==> src/rtl/booth_pp_gen.sv <==
`default_nettype none
// ============================================================================
// Module      : booth_pp_gen
// Description : Radix-4 Booth partial-product generator with a 2-stage
//               valid/ready pipeline feeding wallace_tree. Optional counters
//               are enabled by defining BOOTH_PP_STATS_EN.
// Revision    : 1.0 - initial release
// ============================================================================
module booth_pp_gen #(
    parameter int MBITS = 12,
    parameter int NBITS = 8
) (
    input  logic             clk,
    input  logic             rst_n,
    input  logic             flush,
    input  logic             in_valid,
    output logic             in_ready,
    input  logic [MBITS-1:0] a,
    input  logic [NBITS-1:0] b,
    output logic             out_valid,
    input  logic             out_ready,
    output logic [MBITS:0]   pp0,
    output logic [MBITS:0]   pp1,
    output logic [MBITS:0]   pp2,
    output logic [MBITS:0]   pp3,
    output logic [NBITS/2-1:0] neg
`ifdef BOOTH_PP_STATS_EN
    ,
    output logic [15:0]      op_count,
    output logic             stall_seen
`endif
);

    localparam int NPP = NBITS / 2;

    logic [NBITS:0]   w_b_ext;
    logic [NPP-1:0]   w_one;
    logic [NPP-1:0]   w_two;
    logic [NPP-1:0]   w_neg;
    logic             w_s2_adv;
    logic             w_s1_adv;
    logic [MBITS:0]   w_pp [NPP];

    logic             r_s1_valid;
    logic [MBITS-1:0] r_a;
    logic [NPP-1:0]   r_one;
    logic [NPP-1:0]   r_two;
    logic [NPP-1:0]   r_neg;
    logic             r_out_valid;
    logic [MBITS:0]   r_pp [NPP];
    logic [NPP-1:0]   r_pp_neg;

    assign w_b_ext  = {b, 1'b0};
    assign w_s2_adv = !r_out_valid || out_ready;
    assign w_s1_adv = !r_s1_valid || w_s2_adv;
    assign in_ready = w_s1_adv;

    // Digit select: one/two pick |d|, neg is set only for 100/101/110 (111 is zero).
    generate
        for (genvar gi = 0; gi < NPP; gi++) begin : g_enc
            logic [2:0] w_trip;
            assign w_trip    = w_b_ext[2*gi+2 -: 3];
            assign w_one[gi] = w_trip[0] ^ w_trip[1];
            assign w_two[gi] = (w_trip == 3'b011) || (w_trip == 3'b100);
            assign w_neg[gi] = w_trip[2] && !(w_trip[1] && w_trip[0]);
        end
    endgenerate

    generate
        for (genvar gi = 0; gi < NPP; gi++) begin : g_pp
            logic [MBITS:0] w_mag;
            assign w_mag = r_two[gi] ? {r_a, 1'b0} : {r_a[MBITS-1], r_a};
            assign w_pp[gi] = !(r_one[gi] || r_two[gi]) ? '0 :
                              r_neg[gi] ? ~w_mag : w_mag;
        end
    endgenerate

    always_ff @(posedge clk or negedge rst_n) begin
        if (!rst_n) begin
            r_s1_valid <= 1'b0;
            r_a        <= '0;
            r_one      <= '0;
            r_two      <= '0;
            r_neg      <= '0;
        end else if (flush) begin
            r_s1_valid <= 1'b0;
        end else if (w_s1_adv) begin
            r_s1_valid <= in_valid;
            if (in_valid) begin
                r_a   <= a;
                r_one <= w_one;
                r_two <= w_two;
                r_neg <= w_neg;
            end
        end
    end

    always_ff @(posedge clk or negedge rst_n) begin
        if (!rst_n) begin
            r_out_valid <= 1'b0;
            r_pp_neg    <= '0;
            for (int i = 0; i < NPP; i++) begin
                r_pp[i] <= '0;
            end
        end else if (flush) begin
            r_out_valid <= 1'b0;
        end else if (w_s2_adv) begin
            r_out_valid <= r_s1_valid;
            if (r_s1_valid) begin
                r_pp_neg <= r_neg;
                for (int i = 0; i < NPP; i++) begin
                    r_pp[i] <= w_pp[i];
                end
            end
        end
    end

    assign out_valid = r_out_valid;
    assign pp0       = r_pp[0];
    assign pp1       = r_pp[1];
    assign pp2       = r_pp[2];
    assign pp3       = r_pp[3];
    assign neg       = r_pp_neg;

`ifdef BOOTH_PP_STATS_EN
    logic [15:0] r_op_count;
    logic        r_stall_seen;

    always_ff @(posedge clk or negedge rst_n) begin
        if (!rst_n) begin
            r_op_count   <= '0;
            r_stall_seen <= 1'b0;
        end else begin
            if (r_out_valid && out_ready) begin
                r_op_count <= r_op_count + 16'd1;
            end
            if (r_out_valid && !out_ready) begin
                r_stall_seen <= 1'b1;
            end
        end
    end

    assign op_count   = r_op_count;
    assign stall_seen = r_stall_seen;
`endif

endmodule
`default_nettype wire

==> config.mk <==
export PLATFORM = sky130hd
export DESIGN_NAME = booth_pp_gen
export DESIGN_NICKNAME = d
export VERILOG_FILES = /design/src/rtl/booth_pp_gen.sv
export SDC_FILE = /design/constraint.sdc
export NUM_CORES = 1
export LEC_CHECK = 0
export BUFFER_PORTS_ARGS = -buffer_cell sky130_fd_sc_hd__clkbuf_2
export CAP_MARGIN = 20
export CORE_UTILIZATION = 51
export DETAILED_ROUTE_END_ITERATION = 12
export PLACE_DENSITY = 0.75
export SYNTH_ARGS = -nofsm -noshare
export SYNTH_HDL_FRONTEND = slang
export SYNTH_SLANG_ARGS = --single-unit
==> constraint.sdc <==
create_clock -name clk -period 2.7 [get_ports clk]
set_input_delay 0 -clock clk [delete_from_list [all_inputs] [get_ports clk]]
set_output_delay 0 -clock clk [all_outputs]
set_load 0.02 [all_outputs]
==> out/qor.yml, run 1 <==
outcome: "complete, no violations"
cts_resized: 0
r2r_slack_ps: 610
fp.coreArea_um2: 7850
tightest_slew_ps: 1050
clk_latency_ps: 350
cp_top_family: "simple AND/OR/NAND/NOR gates"
fin_area_um2: 4950
cp-end-kind: "flip-flop"
cellPowerDensity_nw_per_um2: 838
wl_per_cell_um: 17.0
hp-class: "input pin to flip-flop"
power_mw: 4.15
period_needed_ps: 2090
leakagePower_nw: 2.33
insertedDiodeCount: 0
rows: 32
dp.cells: 486
dpl.hpwl_um: 5790
cts_setup_buffers: 0
hold_viol: 0
place_congestion: 0.720
die_w_um: 92.9
ctsLongestPathBuffers: 2
final_common_cell: "dfrtp_1"
grt_pass1_wl_um: 14100
r2r-start: "out_valid$_DFFE_PN0P_"
cts_tree: "done"
cts_hold_repair.buffers: 18
combPwrFrac: 0.349
synth_seq_cells: 82
clk_pin_slew_ps: 80
syn_area_per_cell_um2: 12.5
multiInputGateArea_um2: 1910
fin_nets: 446
min_path_cells: 3
syn_area_um2: 4210
initial_core_util: 0.537
worstPathRequired_ps: 2940
reg2regPathDepth: 3
fillerInstances: 669
grt_antenna_before_repair: 0
numCtsBuffers: 9
seqPwrFrac: 0.461
grt_pass1_vias: 2758
grt_max_degree: 83
tns_ps: 0
p_int_mw: 2.61
worstReg2RegEnd: "neg[3]$_DFFE_PN0P_"
p_clk_frac: 0.190
fmax_ghz: 0.478
yosys_warnings: 0
grt-ovfl-total: 0
hold-worst-slack_ps: 43.2
synthCells: 337
period_share: 0.774
routed-via-count: 2800
root_buffer: "clkbuf_8"
slew_headroom: 0.299
vdd.ir_drop.worst_uv: 320
yosysSeqAreaShare: 0.487
layout-drive-gt1-share: 0.315
cts_num_sinks: 82
dpl_cell_area_um2: 4560
drt_iter0_drc: 147
cp-start-kind: "flip-flop"
ant_nets: 0
die_area_um2: 8630
synth_nets: 368
slowest_delay_ps: 870
holdPathEnd: "r_neg[3]$_DFFE_PN0P_"
cp_max_fo: 56
slowest_stage: "or2_2"
area_growth_pct: 17.5
cap_violations: 0
switchingPower_mw: 1.54
seq_area_um2: 2050
crit_type: "flip-flop to flip-flop"
finalSetupViolCount: 0
path_buf_inv: 0
fin_cells: 521
via_per_inst: 5.37
drt_wl_total_um: 8880
final.setup_skew_ps: 9.90
arrival_ps: 2330
h-tree-depth: 3
port_buffers: 82
swShare: 0.370
drcViolationCount: 0
crit_chain: "nor2b_2 > or2_2 > mux2_2"
crit_cells: 3
synth_cell_types: 24
slew_violations: 0
track_usage: 0.219
die-height_um: 92.9
rsz0062_at_grt: "false"
layout_common_cells: "dfrtp_1 (82), clkbuf_2 (81), a22o_1 (52)"
dr.pass1.iters: 4
io_pins: 83
hold_path.startpoint: "b[7]"
[per-stage QoR]
step	setup slack, ps	utilization
after global placement	760	0.581
after global routing	493	0.631
after floorplan	1100	-
after detailed placement	640	0.581
after CTS	627	0.626
final	609	0.631
[layer usage]
metal	global-route usage	vias to the layer above	part of all wire
met5	0	-	0
met4	0.0859	0	0.015
met3	0.0386	11	0.042
met2	0.335	68	0.47
met1	0.309	1390	0.47
li1	-	1331	-
[worst register-to-register path, delay by kind of cell (launching register included)]
family	cells	cell delay [ps]
flops	1	390
mux	1	440
simple gates	2	1160
[power groups by stage]
stage,clock (mW),combinational (mW),sequential [mW]
floorplan,0,0.876,2.05
global placement,0,1.41,1.93
detailed placement,0,1.44,1.94
CTS,0.794,1.46,1.91
global route,0.839,1.57,1.97
finish,0.787,1.45,1.91
[synth_stat cells]
cell type  number  share of area
inv_1           7         0.0062
nand2b_4        1         0.0033
buf_6           5          0.013
or2_1           1         0.0015
xor2_1          4         0.0083
xnor2_1        48           0.10
clkbuf_1       11         0.0098
nor2b_2         1         0.0021
nand3b_2        1         0.0027
nand2b_1        4         0.0059
nand3b_1        1         0.0018
mux2_1          5          0.013
nor2b_1         1         0.0015
mux2_2         26          0.070
a21oi_1         1         0.0012
a22o_1         52           0.11
buf_2          17          0.020
dfrtp_1        82           0.49
nor2_1          9         0.0080
ha_1            6          0.018
buf_4           3         0.0053
clkbuf_2        3         0.0036
mux2i_1        44           0.10
nor3_1          4         0.0048
[worst max path at each step]
| stage | startpoint | to |
|---|---|---|
| finish | out_valid$_DFFE_PN0P_ | neg[3]$_DFFE_PN0P_ |
| global route | out_valid$_DFFE_PN0P_ | neg[3]$_DFFE_PN0P_ |
| CTS | out_valid$_DFFE_PN0P_ | neg[0]$_DFFE_PN0P_ |
| detailed placement | out_valid$_DFFE_PN0P_ | neg[0]$_DFFE_PN0P_ |
| global placement | out_valid$_DFFE_PN0P_ | neg[0]$_DFFE_PN0P_ |
| floorplan | out_valid$_DFFE_PN0P_ | r_a[10]$_DFFE_PN0P_ |
[layout make-up]
class | count | share of cell area
multi-input combinational | 209 | 0.387
inverter | 7 | 0.00531
sequential | 82 | 0.415
clock inverter | 5 | 0.00632
tap | 102 | 0.0258
clock buffer | 10 | 0.0278
timing repair buffer | 106 | 0.134
[registers in the layout (all words and copies together) (netlist names)]
name	cells
out_valid	1
r_a	12
pp3	13
r_one	4
r_s1_valid	1
pp2	13
r_two	4
neg	4
pp0	13
r_neg	4
pp1	13
[kinds of logic after synthesis]
logic type	after synthesis	share of synthesized area
flip-flops	82	0.487
multiplexers	75	0.187
AO/OA/AOI/OAI	53	0.109
XOR/XNOR	52	0.108
buffers and inverters	46	0.0585
AND/OR/NAND/NOR	23	0.0315
adder cells (fa/ha/maj)	6	0.0178
No activity file was read; power rests on OpenSTA's default activity.
==> run 2, diff against run 1 <==
==> constraint.sdc (replaced) <==
create_clock -name clk -period 2 [get_ports clk]
set_input_delay 0 -clock clk [delete_from_list [all_inputs] [get_ports clk]]
set_output_delay 0 -clock clk [all_outputs]
set_load 0.02 [all_outputs]
==> out/qor.yml, run 2 (synthesis gave the netlist of run 1 again) <==
leakagePower_nw: 2.37
period_needed_ps: 1550
arrival_ps: 1780
seqPwrFrac: 0.431
r2r-start: "out_valid$_DFFE_PN0P_"
cts_num_sinks: 82
period_share: 0.775
fin_area_um2: 5030
drt_wl_total_um: 8810
drt_iter0_drc: 147
cp-end-kind: "flip-flop"
cellPowerDensity_nw_per_um2: 1190
final_common_cell: "dfrtp_1"
crit_type: "flip-flop to flip-flop"
outcome: "complete, no violations"
worstReg2RegEnd: "neg[1]$_DFFE_PN0P_"
reg2regPathDepth: 4
grt_antenna_before_repair: 0
p_int_mw: 3.89
layout-drive-gt1-share: 0.318
port_buffers: 82
r2r_slack_ps: 450
grt_pass1_vias: 2810
hold_path.startpoint: "out_ready"
cap_violations: 0
layout_common_cells: "dfrtp_1 (82), clkbuf_2 (81), a22o_1 (52)"
cts_tree: "done"
area_growth_pct: 19.5
cp_max_fo: 56
slowest_delay_ps: 370
crit_chain: "nor2b_2 > or2_2 > buf_12 > mux2_2"
die-height_um: 92.9
wl_per_cell_um: 16.9
dpl_cell_area_um2: 4610
slowest_stage: "dfrtp_1"
die_area_um2: 8630
vdd.ir_drop.worst_uv: 506
slew_violations: 0
cts_setup_buffers: 0
fp.coreArea_um2: 7850
numCtsBuffers: 9
io_pins: 83
fin_nets: 447
slew_headroom: 0.519
grt_max_degree: 57
holdPathEnd: "r_s1_valid$_DFFE_PN0P_"
insertedDiodeCount: 0
grt_pass1_wl_um: 14300
track_usage: 0.220
worstPathRequired_ps: 2230
hold_viol: 0
swShare: 0.349
hp-class: "input pin to flip-flop"
ant_nets: 0
h-tree-depth: 3
root_buffer: "clkbuf_8"
cts_hold_repair.buffers: 18
ctsLongestPathBuffers: 2
routed-via-count: 2786
clk_pin_slew_ps: 80
die_w_um: 92.9
tns_ps: 0
fmax_ghz: 0.646
combPwrFrac: 0.328
via_per_inst: 5.33
tightest_slew_ps: 721
place_congestion: 0.732
cp-start-kind: "flip-flop"
dpl.hpwl_um: 5840
drcViolationCount: 0
final.setup_skew_ps: 8.43
min_path_cells: 3
rsz0062_at_grt: "false"
finalSetupViolCount: 0
p_clk_frac: 0.241
switchingPower_mw: 2.09
rows: 32
grt-ovfl-total: 0
dr.pass1.iters: 4
cts_resized: 0
clk_latency_ps: 350
initial_core_util: 0.537
-- run 2: worst max path at each step --
stage                          start             endpoint  slack [ps]  cells past startpoint
2_1_floorplan  out_valid$_DFFE_PN0P_  r_a[10]$_DFFE_PN0P_         400                      4
3_3_place_gp    r_two[0]$_DFFE_PN0P_   pp0[1]$_DFFE_PN0P_         510                      4
3_5_place_dp   out_valid$_DFFE_PN0P_   neg[2]$_DFFE_PN0P_         470                      4
4_1_cts         r_two[1]$_DFFE_PN0P_   pp1[2]$_DFFE_PN0P_         460                      4
5_1_grt        out_valid$_DFFE_PN0P_   neg[2]$_DFFE_PN0P_         320                      4
6_report       out_valid$_DFFE_PN0P_   neg[1]$_DFFE_PN0P_         450                      4
-- run 2: area by class of cell --
cell class	instances	area (um^2)
Multi-Input combinational cell	209	1910
Clock inverter	6	114
Tap cell	102	128
Sequential cell	82	2050
Inverter	7	26.3
Clock buffer	10	128
Timing Repair Buffer	107	671
Fill cell	646	2820
-- run 2: metrics by stage --
stage           util  hold WS (ps)  std cells  total power [mW]  setup slack (ps)
3_5_place_dp   0.587          14.4        489              4.56               475
2_1_floorplan      -          -296        337              3.95               405
3_3_place_gp   0.587          12.1        489              4.52               507
6_report       0.641          31.3        523              5.98               451
5_1_grt        0.641          41.3        523              6.30               317
4_1_cts        0.641          16.1        523              6.03               464
-- run 2: power groups by stage --
stage          combinational (mW)  clock (mW)  sequential (mW)
2_1_floorplan                1.18           0             2.76
3_3_place_gp                 1.92           0             2.60
3_5_place_dp                 1.95           0             2.61
4_1_cts                      1.99        1.47             2.58
5_1_grt                      2.13        1.52             2.65
6_report                     1.96        1.44             2.58
-- run 2: layer usage --
layer,up-vias,wire length [um],global-route usage
met5,-,0,0
li1,1328,-,-
met1,1384,4210,0.316
met3,7,348,0.0312
met4,0,106,0.0910
met2,67,4150,0.335
-- run 2: critical path: cells and delay by family (launching register included) --
family	cells	cell delay [ps]
DFF	1	370
muxes	1	360
and+or+nand+nor	2	440
buffers and inverters	1	230
==> run 3, diff against run 2 <==
--- a/config.mk
+++ b/config.mk
@@ -5,11 +5,12 @@
 export SDC_FILE = /design/constraint.sdc
 export NUM_CORES = 1
 export LEC_CHECK = 0
+export ABC_AREA = 1
 export BUFFER_PORTS_ARGS = -buffer_cell sky130_fd_sc_hd__clkbuf_2
 export CAP_MARGIN = 20
 export CORE_UTILIZATION = 51
 export DETAILED_ROUTE_END_ITERATION = 12
-export PLACE_DENSITY = 0.75
+export PLACE_DENSITY = 0.76
 export SYNTH_ARGS = -nofsm -noshare
 export SYNTH_HDL_FRONTEND = slang
 export SYNTH_SLANG_ARGS = --single-unit
==> constraint.sdc (replaced) <==
create_clock -name clk -period 1.41 [get_ports clk]
set_input_delay 0 -clock clk [delete_from_list [all_inputs] [get_ports clk]]
set_output_delay 0 -clock clk [all_outputs]
set_load 0.02 [all_outputs]
==> out/qor.yml, run 3 <==
outcome: "complete, no violations"
fmax_ghz: 0.784
cp-start-kind: "flip-flop"
crit_chain: "nand3_2 > buf_4 > clkbuf_2"
tns_ps: 0
dr.pass1.iters: 7
synth_common_cells: "nand2_1 (431), nand3_1 (107), dfrtp_1 (82), buf_2 (52), inv_1 (33)"
finalSetupViolCount: 0
fp.coreArea_um2: 9330
cap_violations: 0
clk_pin_slew_ps: 80
cts_tree: "done"
slowest_stage: "dfrtp_1"
hp-class: "input pin to flip-flop"
fillerInstances: 869
io_pins: 83
synth_seq_cells: 82
slew_violations: 0
layout-drive-gt1-share: 0.169
die-height_um: 101
dpl.hpwl_um: 9580
rsz0062_at_grt: "false"
yosysMostFrequentCell: "nand2_1"
grt_pass1_wl_um: 22700
drt_wl_total_um: 14000
arrival_ps: 1280
async_reset_ff_frac: 1.00
synthCells: 757
syn_area_um2: 4970
cp-end-kind: "output pin"
via_per_inst: 5.16
layout_common_cells: "nand2_1 (431), nand3_1 (107), dfrtp_1 (82)"
yosys_most_used_dff: "dfrtp_1"
initial_core_util: 0.533
cts_num_sinks: 82
drcViolationCount: 0
grt_max_degree: 36
clk_latency_ps: 350
seq_area_um2: 2050
crit_type: "flip-flop to output pin"
final_common_cell: "nand2_1"
routed-via-count: 5086
synth_cell_types: 18
root_buffer: "clkbuf_8"
insertedDiodeCount: 0
leakagePower_nw: 3.46
grt_antenna_before_repair: 0
hold_viol: 0
track_usage: 0.292
place_congestion: 0.876
synth-edff-count: 0
area_growth_pct: 20.6
grt_pass1_vias: 4632
slowest_delay_ps: 420
synth_nets: 788
final.setup_skew_ps: 6.77
rows: 35
grt-ovfl-total: 0
yosys_warnings: 0
numCtsBuffers: 9
port_buffers: 82
period_share: 0.904
cellPowerDensity_nw_per_um2: 1370
yosysSeqAreaShare: 0.413
ctsLongestPathBuffers: 2
cp_max_fo: 17
die_w_um: 101
h-tree-depth: 3
worstPathRequired_ps: 1410
drt_iter0_drc: 371
synth_top_area_share: 0.413
path_buf_inv: 2
syn_area_per_cell_um2: 6.57
die_area_um2: 10100
synth_area_leaders: "dfrtp_1 (41%), nand2_1 (33%), nand3_1 (11%), buf_2 (5.2%), inv_1 (2.5%)"
yosys.area.top_type: "dfrtp_1"
multiInputGateArea_um2: 2480
tightest_slew_ps: 447
dp.cells: 949
vdd.ir_drop.worst_uv: 549
wl_per_cell_um: 14.2
fin_nets: 883
period_needed_ps: 1280
cp_top_family: "flip-flops"
fin_cells: 986
slew_headroom: 0.702
ant_nets: 0
run 3: cell types whose count changed after synthesis, moves of 35 or more:
cell	before	now
nand3_1	0	107
buf_2	17	52
nand2_1	0	431
mux2i_1	44	0
a22o_1	52	0
xnor2_1	48	0
run 3: final timing paths:
check	startpoint	endpoint	slack, ps	depth (start not counted)
worst max register to register	out_valid$_DFFE_PN0P_	neg[2]$_DFFE_PN0P_	170	4
min in group asynchronous	rst_n	pp3[5]$_DFFE_PN0P_	130	2
worst min register to register	pp3[9]$_DFFE_PN0P_	pp3[9]$_DFFE_PN0P_	480	2
worst max-delay path	out_valid$_DFFE_PN0P_	in_ready	130	3
worst min-delay path	b[4]	r_one[2]$_DFFE_PN0P_	80	5
max in group asynchronous	rst_n	pp1[12]$_DFFE_PN0P_	660	3
run 3: routing by layer:
| metal | up-vias | part of all wire | track usage |
|---|---|---|---|
| li1 | 2517 | - | - |
| met2 | 194 | 0.47 | 0.477 |
| met3 | 34 | 0.074 | 0.0479 |
| met4 | 0 | 0.027 | 0.0970 |
| met5 | - | 0 | 0 |
| met1 | 2341 | 0.43 | 0.397 |
run 3: timing repair:
action,in CTS,in global routing
endpoints found under the setup margin,0,0
gates resized for setup,0,0
hold buffers,21,0
buffers inserted,0,0
hold endpoints to repair,82,0
run 3: final cells by class:
type,instances,area share
clock buffers,11,0.0236
clock inverters,5,0.0129
inverters,33,0.0207
multi-input cells,583,0.413
flip-flops and latches,82,0.342
well taps,129,0.0269
repair buffers,143,0.160
run 3: kinds of logic (layout without fill, tap and decap cells):
kind of cell	Yosys count	count (layout)	synth area share
simple gates	551	551	0.454
buf+inv	92	192	0.0891
flops	82	82	0.413
compound gates	22	22	0.0221
fa+ha+maj	6	6	0.0151
xor+xnor	4	4	0.00705
run 3: per-stage QoR:
stage          hold slack, ps  setup slack [ps]  power [mW]  instance area (um^2)  utilization
6_report                 78.3               135        8.19                  5990        0.643
5_1_grt                   122              58.3        8.72                  5990        0.643
4_1_cts                  66.7               140        8.21                  5990        0.643
3_5_place_dp            -40.2               197        6.26                  5560        0.597
3_3_place_gp            -49.1               242        6.18                  5560        0.597
2_1_floorplan            -296               121        5.21                  4970            -
run 3: power breakdown:
group / leakage (nW) / internal (mW) / switching (mW) / total [mW]
clock: 0.109 / 1.04 / 0.874 / 1.92
sequential: 1.07 / 2.83 / 0.282 / 3.11
combinational: 2.29 / 1.09 / 2.08 / 3.16
run 3: tightest hold or removal path: cells and delay by family:
family / cells / cell delay (ps)
buf+inv: 2 / 160
simple gates: 2 / 120
fa+ha+maj: 1 / 110
